`src/rtl/pair_sum_pkg.sv`:
```
// Shared constants and helpers for the pipelined ring-pairwise adder.
package pair_sum_pkg;

   localparam int MAX_N_CH  = 16;
   localparam int MODE_WRAP = 0;
   localparam int MODE_SAT  = 1;

   // Bit offset of channel idx inside a flat vector of width-bit channels.
   function automatic int ch_off(input int idx, input int width);
      return idx * width;
   endfunction

endpackage

```
`src/rtl/pair_sum_stage.sv`:
```
// One valid/ready register stage. It can take a new beat in the same cycle
// that its held beat is taken downstream.
module pair_sum_stage #(
   parameter int W = 8
) (
   input  logic         clk,
   input  logic         rst_n,
   input  logic         in_valid,
   output logic         in_ready,
   input  logic [W-1:0] in_data,
   output logic         out_valid,
   input  logic         out_ready,
   output logic [W-1:0] out_data
);

   logic         valid_q, valid_d;
   logic [W-1:0] data_q, data_d;
   logic         free;

   always_comb begin
      free    = !valid_q | out_ready;
      valid_d = valid_q;
      data_d  = data_q;
      if (free) begin
         valid_d = in_valid;
         if (in_valid) data_d = in_data;
      end
   end

   always_ff @(posedge clk or negedge rst_n) begin
      if (!rst_n) begin
         valid_q <= 1'b0;
         data_q  <= '0;
      end else begin
         valid_q <= valid_d;
         data_q  <= data_d;
      end
   end

   assign in_ready  = free;
   assign out_valid = valid_q;
   assign out_data  = data_q;

endmodule

```
`src/rtl/pair_sum_pipe.sv`:
```
// Two-stage pipelined ring-pairwise adder: sum i = ch i + ch (i+1) mod N_CH.
// Optional per-sum carry flags when PAIR_SUM_OVF_FLAG_EN is defined.
module pair_sum_pipe
   import pair_sum_pkg::*;
#(
   parameter int DATA_W   = 8,
   parameter int N_CH     = 3,
   parameter int SAT_MODE = 0,
   parameter int CNT_W    = 16
) (
   input  logic                   clk,
   input  logic                   rst_n,
   input  logic                   in_valid,
   output logic                   in_ready,
   input  logic [N_CH*DATA_W-1:0] data_in,
   output logic                   out_valid,
   input  logic                   out_ready,
   output logic [N_CH*DATA_W-1:0] sum_out,
   output logic [CNT_W-1:0]       txn_cnt
`ifdef PAIR_SUM_OVF_FLAG_EN
   ,
   output logic [N_CH-1:0]        ovf_flags
`endif
);

   localparam int PW = N_CH * DATA_W;
`ifdef PAIR_SUM_OVF_FLAG_EN
   localparam int S2_W = PW + N_CH;
`else
   localparam int S2_W = PW;
`endif

   if (N_CH < 2 || N_CH > MAX_N_CH || DATA_W < 1 ||
       (SAT_MODE != MODE_WRAP && SAT_MODE != MODE_SAT) || CNT_W < 1) begin : g_bad_param
      $error("pair_sum_pipe: illegal parameter set");
   end

   logic            s1_valid, s2_in_ready;
   logic [PW-1:0]   s1_data;
   logic [PW-1:0]   sum_w;
   logic [S2_W-1:0] s2_in, s2_q;

`ifdef PAIR_SUM_OVF_FLAG_EN
   logic [N_CH-1:0] ovf_w;
`endif

   pair_sum_stage #(.W(PW)) u_s1 (
      .clk       (clk),
      .rst_n     (rst_n),
      .in_valid  (in_valid),
      .in_ready  (in_ready),
      .in_data   (data_in),
      .out_valid (s1_valid),
      .out_ready (s2_in_ready),
      .out_data  (s1_data)
   );

   // Carry is folded into the select so wrap mode still consumes it.
   for (genvar i = 0; i < N_CH; i++) begin : g_sum
      logic [DATA_W:0] raw;
      assign raw = {1'b0, s1_data[ch_off(i, DATA_W) +: DATA_W]}
                 + {1'b0, s1_data[ch_off((i + 1) % N_CH, DATA_W) +: DATA_W]};
      assign sum_w[ch_off(i, DATA_W) +: DATA_W] =
         (SAT_MODE == MODE_SAT && raw[DATA_W]) ? {DATA_W{1'b1}} : raw[DATA_W-1:0];
`ifdef PAIR_SUM_OVF_FLAG_EN
      assign ovf_w[i] = raw[DATA_W];
`endif
   end

`ifdef PAIR_SUM_OVF_FLAG_EN
   assign s2_in = {ovf_w, sum_w};
`else
   assign s2_in = sum_w;
`endif

   pair_sum_stage #(.W(S2_W)) u_s2 (
      .clk       (clk),
      .rst_n     (rst_n),
      .in_valid  (s1_valid),
      .in_ready  (s2_in_ready),
      .in_data   (s2_in),
      .out_valid (out_valid),
      .out_ready (out_ready),
      .out_data  (s2_q)
   );

   assign sum_out = s2_q[PW-1:0];
`ifdef PAIR_SUM_OVF_FLAG_EN
   assign ovf_flags = s2_q[PW +: N_CH];
`endif

   logic [CNT_W-1:0] cnt_q, cnt_d;

   always_comb begin
      cnt_d = cnt_q;
      if (out_valid && out_ready) cnt_d = cnt_q + CNT_W'(1);
   end

   always_ff @(posedge clk or negedge rst_n) begin
      if (!rst_n) cnt_q <= '0;
      else        cnt_q <= cnt_d;
   end

   assign txn_cnt = cnt_q;

endmodule

```
`config.mk`:
```
export PLATFORM = sky130hd
export DESIGN_NAME = pair_sum_pipe
export DESIGN_NICKNAME = d
export VERILOG_FILES = /design/src/rtl/pair_sum_pkg.sv /design/src/rtl/pair_sum_stage.sv /design/src/rtl/pair_sum_pipe.sv
export SDC_FILE = /design/constraint.sdc
export NUM_CORES = 1
export LEC_CHECK = 0
export ABC_AREA = 1
export ABC_CLOCK_PERIOD_IN_PS = 2300
export CELL_PAD_IN_SITES_DETAIL_PLACEMENT = 1
export CELL_PAD_IN_SITES_GLOBAL_PLACEMENT = 2
export CORE_MARGIN = 2
export CORE_UTILIZATION = 30
export DETAILED_ROUTE_END_ITERATION = 16
export PLACE_DENSITY = 0.75
export SLEW_MARGIN = 20
export SYNTH_ARGS = -nofsm -noshare
export SYNTH_HDL_FRONTEND = slang
export SYNTH_SLANG_ARGS = --single-unit
```
`constraint.sdc`:
```
create_clock -name clk -period 2.3 [get_ports clk]
set_input_delay 0.575 -clock clk [delete_from_list [all_inputs] [get_ports clk]]
set_output_delay 0.575 -clock clk [all_outputs]
set_load 0.005 [all_outputs]
```
==> run summary <==
run status -> completed
Least-Margin Pin Slew -> 539 ps
clk root buf -> clkbuf_16
vias in the first global route -> 3,203
asr flop ratio synth -> 1.00
Net Sw Frac -> 0.339
NetSw -> 0.00164 W
Post-Route WL -> 9530 um
main combinational cell family by area after synthesis -> simple AND/OR/NAND/NOR gates
layout cell share with drive strength beyond 1 -> 0.109
Period minus WS final -> 1920 ps
Adder-Cell Fraction of Synth Area -> 0.0912
die area -> 13,200 um^2
nets@finish -> 553
clk_lat worst skew -> 340 ps
Num CTS Buffers -> 9
Flop pwr share -> 0.363
Critical Path RT -> 1730 ps
Synth Area in Compound Gates -> 0.0354
multiplexer area fraction after synthesis -> 0.0745
family with the most delay on the worst path -> buffers and inverters
final setup violation count -> 0
VDD IR max -> 0.427 mV
clock-pin transition on the worst setup and hold timing paths -> 60 ps
period utilisation layout -> 0.834
Critical Path Start Type -> flip-flop
DRT Pass-1 Iters -> 4
Post-synth EDFFs -> 0
Synth Area in Simple Gates -> 0.251
ANT cells -> 0
initial antenna violation count -> 0
detail-routed via count per cell -> 4.56
final worst setup slack -> 382 ps
Max Cap Viol -> 0
RSZ-0062 raised after global routing -> false
CP arrival -> 1340 ps
Mapped Cells -> 418
clock sink total -> 66
Max-Slew Margin vs Limit -> 0.641
register area share after synthesis -> 0.449
crit path launch -> txn_cnt[2]$_DFFE_PN0P_
I/O Buffers -> 69
syn_nets -> 471
Die H -> 115 um
Starting Density -> 0.307
Synth cell types -> 30
die width -> 115 um
CP endpoint kind -> output port
start of the worst register-to-register path -> u_s1.out_data[8]$_DFFE_PN0P_
drt wl/cell -> 14.6 um
count of pins over their slew limit -> 0
cells along the critical path -> clkdlybuf4s50_1
Vias -> 2,970
initial DRC count -> 125
fill count -> 1,433
Int Power -> 0.00320 W
CP max stage delay -> 550 ps
H-tree depth -> 3
post-synthesis register bit count -> 66
Leak -> 2.38 nW
DRC viols -> 0
Final Hold Fails -> 0
postcts setup bufs -> 0
Bufs on Longest Clock Path -> 2
Routed Antenna Nets -> 0
Top FF cell, synth -> dfrtp_1
crit path max fanout -> 6
HP Class -> primary input to async pin
pwr dens -> 1000 nW/um^2
Placer Congestion -> 0.763
core area -> 12,000 um^2
synthesis-to-layout area growth -> 31.8%
Worst Path Buf+Inv -> 1
crit path max-delay cell type -> clkdlybuf4s50_1
Mapped Area -> 3680 um^2
syn_area_per_cell -> 8.79 um^2
YS warnings -> 0
Placement Setup Slack -> 30.3 ps
total gr overflow -> 0
xor and xnor area share after synthesis -> 0.0381
Row Count -> 40
global-route wire length before repair -> 16,100 um
Placed Area -> 4580 um^2
clock power share -> 0.255
io pins -> 70
CTS tree -> yes
worst-case clock skew -> 9.04 ps
hpwl dp -> 7340 um
pin count of the biggest net entering global routing -> 26
setup_tns -> 0 ps
combinational share of power -> 0.382
WS Path Type -> flip-flop to output port
GRT Util Overall -> 0.160
post-CTS sizing -> 0
fmax -> 521 MHz
Design Area, Final -> 4840 um^2
CTS Hold Bufs -> 0
==> cell families (layout without fill, tap and decap cells) <==
group,after synthesis,count (layout)
compound gates,26,26
xor+xnor,16,16
fa+ha+maj,25,25
buf+inv,55,142
flops,66,66
mux,21,21
simple gates,209,209
==> stage by stage <==
stage,instances,utilization,hold WS [ps],power [W]
2_1_floorplan,418,-,279,0.00273
3_3_place_gp,636,0.383,465,0.00361
3_5_place_dp,636,0.383,470,0.00367
4_1_cts,652,0.405,226,0.00495
5_1_grt,652,0.405,238,0.00526
6_report,652,0.405,216,0.00485
==> final cells by class <==
type	instances	area [um^2]	share of cell area
Clock buffer	11	233	0.0480
Timing Repair Buffer	77	761	0.157
Sequential cell	66	1650	0.341
Tap cell	147	184	0.0380
Multi-Input combinational cell	297	1800	0.372
Clock inverter	5	31.3	0.00646
Inverter	49	184	0.0380
==> power by group through the flow <==
stage                     Sequential (W)  Clock [W]  Combinational [W]
after floorplan                  0.00174          0           0.000988
after global placement           0.00177          0            0.00184
after detailed placement         0.00179          0            0.00187
after CTS                        0.00178    0.00129            0.00189
after global routing             0.00182    0.00133            0.00210
final                            0.00176    0.00124            0.00185
==> cell usage after synthesis (8+ instances only) <==
| cell type | number | area share |
|---|---|---|
| nand2_1 | 128 | 0.13 |
| mux2_4 | 10 | 0.041 |
| o21ai_0 | 13 | 0.018 |
| a21oi_1 | 12 | 0.016 |
| mux2_2 | 8 | 0.025 |
| xor2_1 | 11 | 0.026 |
| inv_1 | 47 | 0.048 |
| ha_1 | 22 | 0.075 |
| dfrtp_1 | 66 | 0.45 |
| nor2_1 | 23 | 0.023 |
| nand3_1 | 30 | 0.041 |
==> flip-flops by register name, indices dropped and copies added, names as in the netlist <==
| name | cells |
|---|---|
| u_s1.out_data | 24 |
| u_s2.out_data | 24 |
| txn_cnt | 16 |
| u_s1.out_valid | 1 |
| u_s2.out_valid | 1 |
==> final timing paths <==
path,endpoint,slack (ps),cells after the start
max reg2reg,u_s2.out_data[14]$_DFFE_PN0P_,550,11
max,txn_cnt[2],380,1
min reg2reg,u_s2.out_data[11]$_DFFE_PN0P_,480,2
min in group clk,u_s2.out_data[11]$_DFFE_PN0P_,480,2
min,u_s2.out_data[7]$_DFFE_PN0P_,220,1
max in group asynchronous,u_s2.out_valid$_DFFE_PN0P_,1380,2
==> cell usage in the layout, fill, tap and decap left out, drive strengths merged, types with 12 or more instances in the layout <==
cell type      count
ha                22
inv               49
dfrtp             66
a21oi             12
nand2            130
nor2              24
o21ai             14
mux2              21
nand3             32
clkdlybuf4s50     67
==> metal layers <==
metal | routed length (um) | part of all wire | global-route usage
met5 | 0 | 0 | 0
met4 | 159 | 0.017 | 0.0506
met3 | 330 | 0.035 | 0.0455
met2 | 4510 | 0.47 | 0.261
met1 | 4530 | 0.48 | 0.204
No activity file was read; power rests on OpenSTA's default activity.
